--- config.mk ---
export PLATFORM = sky130hd
export DESIGN_NAME = mem_port_arbiter
export DESIGN_NICKNAME = d
export VERILOG_FILES = /design/src/rtl/mem_arb_pkg.sv /design/src/rtl/mem_lat_counter.sv /design/src/rtl/mem_port_arbiter.sv
export SDC_FILE = /design/constraint.sdc
export NUM_CORES = 1
export LEC_CHECK = 0
export BUFFER_PORTS_ARGS = -buffer_cell sky130_fd_sc_hd__buf_2
export CAP_MARGIN = 20
export CORE_MARGIN = 3
export CORE_UTILIZATION = 47
export DETAILED_ROUTE_END_ITERATION = 6
export HOLD_SLACK_MARGIN = 0.03
export PLACE_DENSITY = 0.85
export SLEW_MARGIN = 20
export SYNTH_ARGS = -nofsm -noshare
export SYNTH_HDL_FRONTEND = slang
export SYNTH_SLANG_ARGS = --single-unit
--- constraint.sdc ---
create_clock -name clock -period 2.3 [get_ports clock]
set_input_delay 0.23 -clock clock [delete_from_list [all_inputs] [get_ports clock]]
set_output_delay 0.23 -clock clock [all_outputs]
set_load 0.005 [all_outputs]
--- src/rtl/mem_arb_pkg.sv ---
// Shared types and constants for the IF/ME unified-memory port arbiter.
package mem_arb_pkg;

    localparam int unsigned ADDR_W          = 32;
    localparam int unsigned DATA_W          = 32;
    localparam int unsigned MEM_LAT_DEFAULT = 2;
    localparam int unsigned CNT_W_DEFAULT   = 3;

    // Arbiter FSM encoding
    typedef enum logic [1:0] {
        ST_IDLE    = 2'd0,
        ST_BUSY_IF = 2'd1,
        ST_BUSY_ME = 2'd2
    } arb_state_e;

    // Memory command latched at grant and held for the whole access
    typedef struct packed {
        logic              we;
        logic [ADDR_W-1:0] addr;
        logic [DATA_W-1:0] wdata;
    } mem_cmd_t;

    // Smallest counter width that can hold MEM_LAT-1 (at least one bit)
    function automatic int unsigned cnt_w_for(input int unsigned lat);
        return (lat <= 2) ? 1 : $clog2(lat);
    endfunction

endpackage

--- src/rtl/mem_lat_counter.sv ---
// Loadable down-counter that sequences the fixed memory latency; saturates at zero.
module mem_lat_counter
    import mem_arb_pkg::*;
#(
    parameter int unsigned CNT_W = CNT_W_DEFAULT
) (
    input  logic             clock,
    input  logic             reset_0,
    input  logic             load,
    input  logic             dec,
    input  logic [CNT_W-1:0] value,
    output logic             is_zero
);

    logic [CNT_W-1:0] cnt;

    // Load on grant, otherwise count down while busy and never wrap below zero
    always_ff @(posedge clock or negedge reset_0) begin
        if (!reset_0) begin
            cnt <= '0;
        end else if (load) begin
            cnt <= value;
        end else if (dec && (cnt != '0)) begin
            cnt <= cnt - CNT_W'(1);
        end
    end

    assign is_zero = (cnt == '0);

endmodule

--- src/rtl/mem_port_arbiter.sv ---
// Arbitrates one single-port unified memory between instruction fetch (IF)
// and load/store (ME). ME wins ties unless it also won the previous access.
module mem_port_arbiter
    import mem_arb_pkg::*;
#(
    parameter int unsigned MEM_LAT = MEM_LAT_DEFAULT,
    parameter int unsigned CNT_W   = CNT_W_DEFAULT
) (
    input  logic              clock,
    input  logic              reset_0,
    input  logic              if_req,
    input  logic [ADDR_W-1:0] if_addr,
    output logic [DATA_W-1:0] if_rdata,
    output logic              if_ready,
    input  logic              me_req,
    input  logic              me_we,
    input  logic [ADDR_W-1:0] me_addr,
    input  logic [DATA_W-1:0] me_wdata,
    output logic [DATA_W-1:0] me_rdata,
    output logic              me_ready,
    output logic              mem_en,
    output logic              mem_we,
    output logic [ADDR_W-1:0] mem_addr,
    output logic [DATA_W-1:0] mem_wdata,
    input  logic [DATA_W-1:0] mem_rdata
);

    // Widen the counter if the parameters disagree so MEM_LAT-1 always fits
    localparam int unsigned CNT_WIDTH =
        (CNT_W >= cnt_w_for(MEM_LAT)) ? CNT_W : cnt_w_for(MEM_LAT);
    localparam logic [CNT_WIDTH-1:0] LAT_LOAD = CNT_WIDTH'(MEM_LAT - 1);

    arb_state_e        state, state_d;
    logic              last_me, last_me_d;
    mem_cmd_t          cmd_q, cmd_d;
    logic              mem_en_d, if_ready_d, me_ready_d;
    logic [DATA_W-1:0] if_rdata_d, me_rdata_d;
    logic              cnt_load, cnt_zero;
    logic              if_pend, me_pend;

    // A requester whose ready is high this cycle is still showing its old request
    assign if_pend = if_req & ~if_ready;
    assign me_pend = me_req & ~me_ready;

    mem_lat_counter #(
        .CNT_W (CNT_WIDTH)
    ) u_lat_cnt (
        .clock   (clock),
        .reset_0 (reset_0),
        .load    (cnt_load),
        .dec     (state != ST_IDLE),
        .value   (LAT_LOAD),
        .is_zero (cnt_zero)
    );

    // State and output registers
    always_ff @(posedge clock or negedge reset_0) begin
        if (!reset_0) begin
            state    <= ST_IDLE;
            last_me  <= 1'b0;
            cmd_q    <= '0;
            mem_en   <= 1'b0;
            if_ready <= 1'b0;
            me_ready <= 1'b0;
            if_rdata <= '0;
            me_rdata <= '0;
        end else begin
            state    <= state_d;
            last_me  <= last_me_d;
            cmd_q    <= cmd_d;
            mem_en   <= mem_en_d;
            if_ready <= if_ready_d;
            me_ready <= me_ready_d;
            if_rdata <= if_rdata_d;
            me_rdata <= me_rdata_d;
        end
    end

    // Arbitration, access sequencing and next values of the registered outputs
    always_comb begin
        state_d    = state;
        last_me_d  = last_me;
        cmd_d      = cmd_q;
        mem_en_d   = 1'b0;
        if_ready_d = 1'b0;
        me_ready_d = 1'b0;
        if_rdata_d = if_rdata;
        me_rdata_d = me_rdata;
        cnt_load   = 1'b0;

        case (state)
            ST_IDLE: begin
                if (me_pend && !(if_pend && last_me)) begin
                    state_d     = ST_BUSY_ME;
                    last_me_d   = 1'b1;
                    cnt_load    = 1'b1;
                    mem_en_d    = 1'b1;
                    cmd_d.we    = me_we;
                    cmd_d.addr  = me_addr;
                    cmd_d.wdata = me_wdata;
                end else if (if_pend) begin
                    state_d     = ST_BUSY_IF;
                    last_me_d   = 1'b0;
                    cnt_load    = 1'b1;
                    mem_en_d    = 1'b1;
                    cmd_d.we    = 1'b0;
                    cmd_d.addr  = if_addr;
                    cmd_d.wdata = '0;
                end
            end
            ST_BUSY_IF: begin
                if (cnt_zero) begin
                    if_rdata_d = mem_rdata;
                    if_ready_d = 1'b1;
                    state_d    = ST_IDLE;
                end
            end
            ST_BUSY_ME: begin
                if (cnt_zero) begin
                    if (!cmd_q.we) begin
                        me_rdata_d = mem_rdata;
                    end
                    me_ready_d = 1'b1;
                    state_d    = ST_IDLE;
                end
            end
            default: begin
                state_d = ST_IDLE;
            end
        endcase
    end

    assign mem_we    = cmd_q.we;
    assign mem_addr  = cmd_q.addr;
    assign mem_wdata = cmd_q.wdata;

endmodule

==> impl_metrics.tcl, run 1 <==
set metrics [dict create \
    hold-path-endpoint "mem_wdata[1]" \
    r2r_cells 4 \
    fin_setup_tns_ns 0 \
    critPathCaptureType "flop" \
    syn-instance-count 448 \
    first_iter_violations 335 \
    clk_transition_reported_paths_ns 0.06 \
    setup_ws_ns 0.443 \
    drcViolationCount 0 \
    clockBufferDepth 2 \
    synth_flop_cell "dfrtp_1" \
    synth_common_cells "138 x dfrtp_1, 58 x mux2_2, 34 x a22o_1, 33 x and3b_1" \
    synth_top_area_share_pct 57.5 \
    ioPinCount 265 \
    row_count 40 \
    grtUsageMet3_pct 7.83 \
    ys_ff_latch 138 \
    finalNonFillerCells 897 \
    numCtsBuffers 17 \
    synth_warnings 0 \
    crit_chain "nand2b_2 -> buf_4 -> o21ai_0 -> a2bb2oi_1" \
    grt_pass1_wl_um 27600 \
    synth_nets 586 \
    overflow 0 \
    met1_usage_pct 29.2 \
    startpoint "me_ready" \
    firstDrtPassIters 4 \
    p_int_mw 7.79 \
    clock-sinks 138 \
    crit_slowest_cell "dfrtp_1" \
    r2r_slack_ns 0.44 \
    via_count 5072 \
    drive_above_1_share_pct 51.3 \
    slew-limit-headroom_pct 58.4 \
    cts_tree "built" \
    seqPwrFrac_pct 36.9 \
    fmax_ghz 0.538 \
    grt_pass1_vias 5376 \
    antenna_found_initial 0 \
    die_x_um 119 \
    antennaDiodeCount 0 \
    routed_via_density 5.65 \
    synth-edff-count 0 \
    globalRouteTotalUtil_pct 24.2 \
    crit_family "flip-flops" \
    hold_path_class "in2reg" \
    fin_nets 854 \
    io_buffers 264 \
    min-delay-start "me_wdata[1]" \
    slowest_delay_ns 0.53 \
    r2r_end "mem_addr[23]" \
    pre_cts_ws_ns 0.492 \
    p_sw_mw 3.71 \
    fillCellCount 849 \
    rsz0062_at_grt "no" \
    hpwl_um 12000 \
    syn_area_per_cell_sq_um 13.4 \
    total_power_mw 11.5 \
    cp.required_ns 2.62 \
    worst_setup_path_start_kind "flop" \
    start_util_pct 49.0 \
    wl_per_cell_um 19.1 \
    area_growth_pct 37.4 \
    arrival_ns 2.18 \
    comb_power_share_pct 37.9 \
    synthTopCellsByArea "dfrtp_1 58%, mux2_2 11%, a22o_1 5.0%, and3b_1 4.8%, a221oi_1 4.7%" \
    synth_seq_area_share_pct 57.5 \
    power.leakage_nw 4.12 \
    synth.most_common_cell "dfrtp_1" \
    path_max_fanout 64 \
    status "completed" \
    hold_viol 0 \
    top_usage_layer "met2" \
    core-area_sq_um 12300 \
    h-tree-depth 4 \
    async_reset_ff_share_pct 100 \
    syn-cell-area_sq_um 6000 \
    crit_buf_inv 1 \
    r2r-start "me_ready" \
    drv_slew 0 \
    fin_crit_ns 1.86 \
    final_min_period_over_clock_period_pct 80.7 \
    setup_violations 0 \
    synth_top_area_cell "dfrtp_1" \
    power_density_nw_per_um2 1390 \
    fp.dieH_um 119 \
    grt_max_degree 65 \
    drt.antenna.violating_nets 0 \
    clockRootBuffer "clkbuf_16" \
    ys_types 39 \
    gp_congestion 0.847 \
    clk_latency_ns 0.40 \
    post-cts-setup-buffers 0 \
    wl_um 17100 \
    multi_input_area_sq_um 2310 \
    use_met2_pct 40.3 \
    path_class "reg2reg" \
    fin_skew_ns 0.00422 \
    worst_slew_pin_slew_ns 0.623 \
    final_area_sq_um 8250 \
    regArea_sq_um 3450 \
    die_area_sq_um 14200 \
    dpl_cell_area_sq_um 7470 \
    cap_violations 0 \
    p_clk_share_pct 25.2 \
    vdd_drop_max_v 0.000892 \
    hold_depth 2 \
    netSwitchingFraction_pct 32.3 \
    dpl.cell_count 851 \
]
-- repair_timing --
| item | in CTS | in global routing |
|---|---|---|
| setup endpoints to repair | 0 | 0 |
| resized for setup | 0 | 0 |
| hold endpoints to repair | 73 | 0 |
| hold buffers | 14 | 0 |
-- cells in the final DEF (no fill, tap or decap), types with 2 or more instances in the layout --
master / netlist / routed
a221oi_1: 32 / 32
a22o_1: 34 / 34
a2bb2oi_1: 32 / 32
and2_1: 2 / 2
and3b_1: 33 / 33
buf_12: 0 / 3
buf_2: 14 / 263
buf_4: 3 / 11
bufinv_16: 0 / 4
clkbuf_1: 22 / 2
clkbuf_16: 0 / 17
clkbuf_8: 0 / 3
clkinv_2: 0 / 2
clkinv_4: 0 / 2
dfrtp_1: 138 / 138
dlygate4sd3_1: 0 / 14
ha_1: 5 / 5
inv_1: 6 / 6
inv_2: 2 / 2
mux2_1: 6 / 6
mux2_2: 58 / 58
nor2_1: 2 / 2
o21ai_0: 26 / 26
o21ai_1: 8 / 8
-- worst reg2reg max path: cells and delay by family, from the launching register on --
family	cells	cell delay, ns
AOI/OAI and AO/OA	2	0.48
buffers and inverters	1	0.50
DFF	1	0.53
and+or+nand+nor	1	0.26
-- metrics by stage --
stage | util, % | hold slack [ns]
2_1_floorplan | - | -0.0656
3_3_place_gp | 60.9 | 0.236
3_5_place_dp | 60.9 | 0.249
4_1_cts | 67.3 | 0.0300
5_1_grt | 67.3 | 0.0350
6_report | 67.3 | 0.0531
-- area by class of cell --
type / count / share of cell area [%]
Timing Repair Buffer: 292 / 19.5
Tap cell: 168 / 2.55
Sequential cell: 138 / 41.9
Inverter: 8 / 0.364
Clock inverter: 10 / 1.99
Multi-Input combinational cell: 259 / 28.0
Clock buffer: 22 / 5.75
-- per-layer routing --
metal / share of wire [%] / vias up
met1: 39 / 2531
met5: 0 / -
met4: 2.4 / 0
met2: 50 / 259
li1: - / 2246
met3: 8.5 / 36
-- kinds of logic after synthesis --
family                     after synthesis  share of synthesized area [%]
AOI/OAI and AO/OA                      139                           18.1
adders and majority gates                5                           1.04
DFF                                    138                           57.5
buffers and inverters                   51                           4.17
and+or+nand+nor                         50                           6.98
muxes                                   65                           12.2
-- flip-flops by register name, indices dropped and copies added, names as in the netlist --
signal,count
if_rdata,32
me_rdata,32
mem_addr,32
mem_wdata,32
u_lat_cnt.cnt,3
state,2
if_ready,1
last_me,1
me_ready,1
mem_en,1
mem_we,1
-- power groups by stage --
| stage | sequential (mW) | clock [mW] | combinational, mW |
|---|---|---|---|
| global placement | 4.17 | 0 | 4.17 |
| floorplan | 4.25 | 0 | 2.43 |
| global route | 4.37 | 3.06 | 4.77 |
| CTS | 4.23 | 2.96 | 4.40 |
| detailed placement | 4.23 | 0 | 4.37 |
| finish | 4.24 | 2.90 | 4.36 |
-- how the worst max path moves through the flow --
stage,end,slack [ns],cells past startpoint
floorplan,me_rdata[18],0.62,6
global placement,mem_addr[20],0.59,4
detailed placement,mem_addr[23],0.49,4
CTS,mem_addr[23],0.48,4
global route,mem_addr[23],0.32,4
finish,mem_addr[23],0.44,4
Note: power is estimated with default switching activity, not from simulation.
==> inputs of run 2 (changes only) <==
Clock period 2.3 ns to 1.86 ns, I/O delays scaled along.
==> run 2 against run 1 <==
Net effect: register-to-register slack lost 0.40 ns; sequential power grew 25%; global-route usage grew 2.7 points; clock-buffer cell count shrank 2.
==> impl_metrics.tcl, run 2 (synthesis results as in run 1) <==
set metrics [dict create \
    drcViolationCount 0 \
    hold_path_class "in2reg" \
    cp.required_ns 2.15 \
    setup_violations 0 \
    worst_setup_path_start_kind "flop" \
    final_common_cell "buf_2" \
    path_class "reg2reg" \
    die_x_um 119 \
    crit_slowest_cell "dfrtp_1" \
    fin_skew_ns 0.00695 \
    drv_slew 0 \
    grt_max_degree 53 \
    p_int_mw 9.57 \
    gp_congestion 0.828 \
    startpoint "u_lat_cnt.cnt[0]" \
    crit_buf_inv 3 \
    crit_cells 7 \
    core-area_sq_um 12300 \
    globalRouteTotalUtil_pct 26.9 \
    numCtsBuffers 17 \
    row_count 40 \
    power.leakage_nw 4.38 \
    fin_setup_tns_ns 0 \
    seqPwrFrac_pct 36.6 \
    clockBufferDepth 2 \
    critPathCaptureType "flop" \
    dpl.cell_count 855 \
    grt_pass1_wl_um 30300 \
    hold_viol 0 \
    fp.dieH_um 119 \
    path_max_fanout 16 \
    crit_chain "inv_1 -> ha_4 -> nand2b_4 -> nor3b_4 -> buf_4 -> buf_12 -> mux2_2" \
    r2r_cells 7 \
    firstDrtPassIters 4 \
    routed_via_density 5.62 \
    fin_crit_ns 1.82 \
    clk_transition_reported_paths_ns 0.06 \
    io_buffers 264 \
    fin_nets 918 \
    clock-sinks 138 \
    die_area_sq_um 14200 \
    status "completed" \
    cts_tree "built" \
    clk_latency_ns 0.41 \
    fmax_ghz 0.551 \
    endpoint "me_rdata[0]" \
    drive_above_1_share_pct 48.6 \
    first_iter_violations 395 \
    netSwitchingFraction_pct 33.8 \
    vdd_drop_max_v 0.00117 \
    final_min_period_over_clock_period_pct 97.6 \
    via_count 5399 \
    power_density_nw_per_um2 1630 \
    antenna_found_initial 1 \
    wl_um 19500 \
    slew-limit-headroom_pct 72.3 \
    wl_per_cell_um 20.3 \
    r2r_slack_ns 0.04 \
    layout_common_cells "263 x buf_2, 138 x dfrtp_1, 70 x dlygate4sd3_1" \
    fillCellCount 771 \
    crit_family "buffers and inverters" \
    p_sw_mw 4.89 \
    h-tree-depth 4 \
    area_growth_pct 48.1 \
    drt.antenna.violating_nets 0 \
    worst_slew_pin_slew_ns 0.415 \
    start_util_pct 49.0 \
    r2r_end "me_rdata[0]" \
    cap_violations 0 \
    slowest_delay_ns 0.39 \
    finalNonFillerCells 961 \
    comb_power_share_pct 40.4 \
    overflow 0 \
    arrival_ns 2.11 \
    min-delay-start "mem_rdata[28]" \
    r2r-start "u_lat_cnt.cnt[0]" \
    grt_pass1_vias 5661 \
    p_clk_share_pct 23.1 \
    ioPinCount 265 \
    hpwl_um 12100 \
    clockRootBuffer "clkbuf_16" \
]
[run 2: cell count changes in the layout (fill, tap and decap cells not counted), sizes merged]
cell,delta
dlygate4sd3,+56
buf,+7
bufinv,-2
clkinvlp,+2
clkbuf,-1
clkinv,+1
diode,+1
[run 2: layout make-up]
| cell class | count | area, sq um | area share (%) |
|---|---|---|---|
| Antenna cell | 1 | 2.50 | 0.0281 |
| Clock buffer | 20 | 467 | 5.25 |
| Clock inverter | 11 | 120 | 1.35 |
| Inverter | 8 | 30.0 | 0.338 |
| Multi-Input combinational cell | 259 | 2320 | 26.1 |
| Sequential cell | 138 | 3450 | 38.8 |
| Tap cell | 168 | 210 | 2.36 |
| Timing Repair Buffer | 356 | 2290 | 25.7 |
[run 2: timing repair]
item	4_1_cts	5_1_grt
resized for setup	0	3
hold buffers	70	0
buffers inserted	0	2
setup endpoints to repair	0	32
hold endpoints to repair	133	0
[run 2: power groups by stage]
stage	registers, mW	logic (mW)	clock network (mW)
floorplan	5.26	3.00	0
global placement	5.15	5.26	0
detailed placement	5.21	5.53	0
CTS	5.21	5.66	3.37
global route	5.43	6.31	3.51
finish	5.29	5.84	3.34
[run 2: per-stage QoR]
step           total power, mW  utilization [%]  area [sq um]  hold slack (ns)  setup WS, ns
2_1_floorplan             8.26                -          6000           -0.110         0.183
3_3_place_gp              10.4             61.5          7540            0.127         0.174
3_5_place_dp              10.7             61.5          7540            0.137        0.0386
4_1_cts                   14.2             72.0          8830           0.0308        0.0120
5_1_grt                   15.2             72.5          8890           0.0314       -0.0186
6_report                  14.5             72.5          8890           0.0442        0.0448
[run 2: worst min path at each step]
| stage | to | cells past startpoint |
|---|---|---|
| 4_1_cts | mem_addr[13] | 3 |
| 3_5_place_dp | mem_addr[27] | 1 |
| 3_3_place_gp | mem_addr[27] | 1 |
| 6_report | me_rdata[28] | 2 |
| 2_1_floorplan | if_rdata[0] | 0 |
| 5_1_grt | me_rdata[28] | 2 |
[run 2: per-layer routing]
metal	vias up	part of all wire, %	track usage (%)
met3	38	8.5	8.78
met1	2678	37	31.0
met4	0	2.2	10.6
met2	302	52	46.5
met5	-	0	0
li1	2381	-	-
